<file path="src/rtl/forwarding_unit.sv">
// Operand bypass selection and load-use stall detection for the execute stage,
// with a saturating stall-cycle counter for performance monitoring.

module fwd_operand #(
    parameter int VLEN     = 128,
    parameter int REG_BITS = 5
) (
    input  logic [REG_BITS-1:0] rs,
    input  logic [REG_BITS-1:0] rd_mem,
    input  logic [REG_BITS-1:0] rd_wb,
    input  logic                write_enable_mem,
    input  logic                write_enable_wb,
    input  logic                wb_sel,
    input  logic [VLEN-1:0]     result_mem,
    input  logic [VLEN-1:0]     result_wb,
    output logic                mem_hit,
    output logic                fwd,
    output logic [VLEN-1:0]     vres
);
    logic wb_hit;

    assign mem_hit = write_enable_mem && (rd_mem == rs);
    assign wb_hit  = write_enable_wb && (rd_wb == rs);

    // A memory-stage load hit falls through to writeback; the stall covers it.
    always_comb begin
        fwd  = 1'b0;
        vres = '0;
        if (mem_hit && wb_sel) begin
            fwd  = 1'b1;
            vres = result_mem;
        end else if (wb_hit) begin
            fwd  = 1'b1;
            vres = result_wb;
        end
    end
endmodule

module forwarding_unit #(
    parameter int XLEN     = 32,
    parameter int VLEN     = 128,
    parameter int REG_BITS = 5,
    parameter int CNT_BITS = 16
) (
    input  logic                clk,
    input  logic                rst,
    input  logic                wb_sel,
    input  logic                write_enable_mem,
    input  logic                write_enable_wb,
    input  logic [REG_BITS-1:0] rs1_ex,
    input  logic [REG_BITS-1:0] rs2_ex,
    input  logic [REG_BITS-1:0] rd_mem,
    input  logic [REG_BITS-1:0] rd_wb,
    input  logic [VLEN-1:0]     result_mem,
    input  logic [VLEN-1:0]     result_wb,
    output logic                stall,
    output logic                OpAForward,
    output logic                OpBForward,
    output logic [XLEN-1:0]     resultA,
    output logic [XLEN-1:0]     resultB,
    output logic [VLEN-1:0]     vresultA,
    output logic [VLEN-1:0]     vresultB,
    output logic [CNT_BITS-1:0] stall_count
);
    localparam int NUM_OPS = 2;

    logic [NUM_OPS-1:0][REG_BITS-1:0] rs;
    logic [NUM_OPS-1:0]               mem_hit;
    logic [NUM_OPS-1:0]               fwd;
    logic [NUM_OPS-1:0][VLEN-1:0]     vres;

    // Slot 0 is operand A, slot 1 is operand B.
    assign rs = {rs2_ex, rs1_ex};

    for (genvar i = 0; i < NUM_OPS; i++) begin : g_op
        fwd_operand #(
            .VLEN     (VLEN),
            .REG_BITS (REG_BITS)
        ) u_op (
            .rs               (rs[i]),
            .rd_mem           (rd_mem),
            .rd_wb            (rd_wb),
            .write_enable_mem (write_enable_mem),
            .write_enable_wb  (write_enable_wb),
            .wb_sel           (wb_sel),
            .result_mem       (result_mem),
            .result_wb        (result_wb),
            .mem_hit          (mem_hit[i]),
            .fwd              (fwd[i]),
            .vres             (vres[i])
        );
    end

    assign stall      = (|mem_hit) && !wb_sel;
    assign OpAForward = fwd[0];
    assign OpBForward = fwd[1];
    assign vresultA   = vres[0];
    assign vresultB   = vres[1];
    assign resultA    = vres[0][XLEN-1:0];
    assign resultB    = vres[1][XLEN-1:0];

    always_ff @(posedge clk or posedge rst) begin
        if (rst)
            stall_count <= '0;
        else if (stall && (stall_count != {CNT_BITS{1'b1}}))
            stall_count <= stall_count + 1'b1;
    end
endmodule

</file>
<file path="config.mk">
export PLATFORM = sky130hd
export DESIGN_NAME = forwarding_unit
export DESIGN_NICKNAME = d
export VERILOG_FILES = /design/src/rtl/forwarding_unit.sv
export SDC_FILE = /design/constraint.sdc
export NUM_CORES = 1
export LEC_CHECK = 0
export ABC_AREA = 0
export CORE_AREA = 2 2 239 241
export DETAILED_ROUTE_END_ITERATION = 12
export DIE_AREA = 0 0 241 243
export GPL_TIMING_DRIVEN = 0
export PLACE_DENSITY = 0.49
export SLEW_MARGIN = 0
export SYNTH_ARGS = -nofsm -noshare
export SYNTH_HDL_FRONTEND = slang
export SYNTH_HIERARCHICAL = 1
export SYNTH_SLANG_ARGS = --single-unit
</file>
<file path="constraint.sdc">
create_clock -name clk -period 1.8 [get_ports clk]
set_input_delay 0.27 -clock clk [delete_from_list [all_inputs] [get_ports clk]]
set_output_delay 0.27 -clock clk [all_outputs]
set_load 0.02 [all_outputs]
</file>
==> key figures, run 1 <==
Outcome
  – Outcome: finished, violations left
  – Failing checks: negative setup slack

Route
  – Final wirelength: a little over 50 mm
  – Residual DRC: 0
  – Vias after detailed routing: 10720
  – Post-DRT Antenna Nets: 0
  – Routed len/inst: 20.56 um
  – Detailed Routing Iterations Pass 1: 5
  – Routed via count divided by cell count: between 4 and 5
  – Number of violations reported at the end of detailed-routing iteration 0: between 400 and 500

Pwr
  – Proportion of power drawn by combinational gates: 74.5%
  – Standby leakage power: 0.007874 uW
  – Cell area power density: 194.0 mW/mm^2
  – Max rail drop VDD: 0.2432 mV
  – Clock share of power: 13.2%
  – Sequential share of power: between 10% and 20%
  – Switching share of power: 41.45%
  – Internal power: between 1500 and 2000 uW
  – Sw power: 1407 uW

Worst setup path
  – CP Max Fanout: 6
  – Start point of the critical path: rs2_ex[1]
  – Nature of the critical path startpoint: input pin
  – Data required time of the worst path: 1.53 ns
  – Worst reg2reg path startpoint: stall_count[5]$_DFFE_PP0P_
  – Element type at the critical path end: primary output
  – Critical setup path kind: in2out
  – Reg2Reg Depth: 3
  – Arrival time of data at the critical path endpoint: approximately 2.2 ns

Synth
  – Syn Area/Cell: 6.938 um^2
  – Number of instances in the synthesized netlist: between 1000 and 1500
  – Synth unique cells: 32
  – Synthesis warning total: 6
  – Share of flip-flops with an asynchronous set or reset after synthesis: 100.0%
  – Number of synthesized flops with an enable pin: 0
  – Dominant cell type by area after synthesis: sky130_fd_sc_hd__mux2_1
  – Share of synthesized area occupied by flip-flops and latches: 5.517%
  – #FFs+latches synth: 16
  – Post-synthesis instance area: 0.007257 mm^2
  – Syn Nets: 1328
  – Yosys top cell area share: 31.34%
  – Cells taking the most area after synthesis: sky130_fd_sc_hd__mux2_1 (31%), sky130_fd_sc_hd__nand3_1 (18%), sky130_fd_sc_hd__nor2_1 (13%), sky130_fd_sc_hd__mux2_2 (8.4%), sky130_fd_sc_hd__buf_4 (7.0%)
  – Flip-flop cell with the highest count after synthesis: sky130_fd_sc_hd__dfrtp_1
  – Commonest cells post-synth: sky130_fd_sc_hd__nand3_1 (256), sky130_fd_sc_hd__nor2_1 (256), sky130_fd_sc_hd__mux2_1 (202), sky130_fd_sc_hd__clkbuf_1 (78), sky130_fd_sc_hd__buf_4 (68)

Global routing
  – Global-route usage over all layers: around 16%
  – First-pass GRT wire length: 72.32 mm
  – GRT Residual Overflow: 0
  – Via count of the first global-routing pass: about 11000
  – Number of antenna violations at the first check in global routing: 3
  – Maximum number of pins on one net before global-route repair: 17

Floorplan
  – Num ports: 620
  – Chip Height: 243 um
  – Die width: 241 um
  – Initial cell density of the core: around 13%
  – Core Region: 0.05595 mm^2
  – Full die area: 0.05856 mm^2
  – Core Rows: 87

Clock tree
  – # clock sinks: 16
  – Clock latency reported for the late side of the worst-skew pair: 0.25 ns
  – Total CTS buffers: 3
  – Longest Clk Path Bufs: 2
  – H-tree Lvls: 1
  – CTS tree: yes
  – Root buffer cell: sky130_fd_sc_hd__clkbuf_16
  – Clock Pin Slew Worst Setup and Hold Paths: 0.05 ns
  – Hold buffers post-CTS: 0

Placement
  – Instance area at placement: 0.01465 mm^2
  – Placed Cells incl. Taps: 2420
  – Post-DP HPWL: approximately 39 mm
  – Count of input and output buffers: between 600 and 700
  – Gpl congestion: 0.8497

Cells and area
  – Non-filler instance count after layout: 2522
  – Largest regs: stall_count x16
  – Non-Filler Cell Area, Final: 0.01749 mm^2
  – Nets@finish: ~2000
  – Top reg by flops: stall_count
  – Growth of design area from synthesis to finish: 141.1%
  – Share of cells above drive strength 1: 49.69%
  – Area taken by flip-flops and latches: 405.4 um^2
  – Fill count: 6043
  – Area of the multi-input gates: 0.006386 mm^2
  – Number of flip-flops in the largest register: 16

Timing
  – Worst hold-check slack: ~0.43 ns
  – Final Hold Vio Count: 0
  – Final number of setup-violating endpoints: 328
  – Fmax achieved: 0.4054 GHz
  – Final Cycle Share: 137.0%
  – Final max-slew violation count: 0
  – Slew at the pin closest to its max-slew limit: 0.6857 ns
  – Tmin final: 2.466 ns
  – Rel. slew slack: between 50 and 60%
  – Post-route worst setup slack: -0.6665 ns
  – Worst setup skew after layout: roughly 0.0031 ns
  – Setup TNS Final: -150.25 ns
  – Setup repair after global routing missed its margin: yes

Run
  – Max-cap viol count: 0

Worst hold path
  – Class of the most critical hold timing path: in2async
cells by family after synthesis:
logic type / count (synthesis) / share of synthesized area, %
DFF: 16 / 5.517
buffers and inverters: 179 / 14.91
muxes: 257 / 39.93
and+or+nand+nor: 550 / 34.41
adders and majority gates: 1 / 0.1724
xor gates and xnor gates: 34 / 4.103
AOI/OAI and AO/OA: 9 / 0.9482
path summary, 6_finish.rpt:
kind                                               endpoint  slack [ns]
worst max-delay path                           vresultB[90]       -0.67
worst min-delay path             stall_count[0]$_DFFE_PP0P_        0.43
worst max register to register   stall_count[1]$_DFFE_PP0P_       -0.01
worst min register to register  stall_count[15]$_DFFE_PP0P_        0.52
max in group asynchronous        stall_count[3]$_DFFE_PP0P_        0.89
min in group clk                stall_count[15]$_DFFE_PP0P_        0.52
worst max-delay path, stage by stage:
cell,delay (ns)
sky130_fd_sc_hd__buf_8,0.10
sky130_fd_sc_hd__xor2_2,0.17
sky130_fd_sc_hd__nor4_2,0.33
sky130_fd_sc_hd__nand4_1,0.15
sky130_fd_sc_hd__buf_6,0.18
sky130_fd_sc_hd__buf_12,0.14
sky130_fd_sc_hd__buf_16,0.14
sky130_fd_sc_hd__buf_12,0.13
sky130_fd_sc_hd__buf_16,0.13
sky130_fd_sc_hd__mux2_4,0.31
sky130_fd_sc_hd__buf_6,0.14
per-layer routing:
| metal | share of wire, % | global-route usage, % | vias to the layer above |
|---|---|---|---|
| met5 | 0.019 | 0 | - |
| met4 | 2.8 | 4.666 | 2 |
| met3 | 7.4 | 3.662 | 63 |
| met2 | 50 | 29.40 | 504 |
| met1 | 40 | 19.20 | 5140 |
| li1 | - | - | 5015 |
what timing repair did:
action,in CTS,in global routing
resized for setup,2178,189
setup buffers,61,25
setup endpoints to repair,339,339
cloned,27,0
pin swaps,14,24
metrics by stage:
step	total power, uW	util (%)	setup WS (ns)
6_report	3393	31.27	-0.6665
4_1_cts	3368	30.40	-0.6659
3_3_place_gp	2610	26.19	-2.275
3_5_place_dp	2639	26.19	-2.343
2_1_floorplan	1329	-	-0.1328
5_1_grt	3588	31.27	-0.7720
power by group through the flow:
stage	Sequential [uW]	Clock (uW)	Combinational, uW
after floorplan	442	0	887
after global routing	422	477	2690
final	417	448	2530
after CTS	418	462	2490
after detailed placement	424	0	2220
after global placement	422	0	2190
cells in the final DEF, fill, tap and decap left out, types with 3 or more instances in the layout:
cell type                           n
sky130_fd_sc_hd__nor4_2             3
sky130_fd_sc_hd__buf_8             12
sky130_fd_sc_hd__clkbuf_16          9
sky130_fd_sc_hd__buf_12            38
sky130_fd_sc_hd__clkdlybuf4s50_1  275
sky130_fd_sc_hd__buf_4             45
sky130_fd_sc_hd__clkbuf_1          26
sky130_fd_sc_hd__clkbuf_4          16
sky130_fd_sc_hd__and3_1             3
sky130_fd_sc_hd__nand4_1            9
sky130_fd_sc_hd__xor2_1            10
sky130_fd_sc_hd__xor2_2             8
sky130_fd_sc_hd__buf_2             19
sky130_fd_sc_hd__dfrtp_1           12
sky130_fd_sc_hd__nor2_1           255
sky130_fd_sc_hd__dlygate4sd2_1      7
sky130_fd_sc_hd__mux2_2           155
sky130_fd_sc_hd__xnor2_1           14
sky130_fd_sc_hd__inv_1              3
sky130_fd_sc_hd__nand3_1          256
sky130_fd_sc_hd__nor3_1             3
sky130_fd_sc_hd__mux2_4           102
sky130_fd_sc_hd__clkbuf_8           3
sky130_fd_sc_hd__dfrtp_2            4
sky130_fd_sc_hd__buf_16            13
sky130_fd_sc_hd__nand2_1            8
sky130_fd_sc_hd__clkbuf_2          31
sky130_fd_sc_hd__buf_6            399
cell type report:
| type | instances | area share [%] |
|---|---|---|
| diodes | 1 | 0.01430 |
| plain buffers | 172 | 9.934 |
| clock buffers | 4 | 0.4506 |
| inverters | 3 | 0.06437 |
| multi-input cells | 851 | 36.50 |
| flip-flops and latches | 16 | 2.317 |
| well taps | 756 | 5.407 |
| repair buffers | 719 | 45.31 |
Power figures use the tool's default switching activity.
==> inputs of run 2 (changes only) <==
- ABC_AREA: 0 -> not set
==> results of run 2 <==
Same layout as run 1: the final DEF is identical, and so are final timing and power.
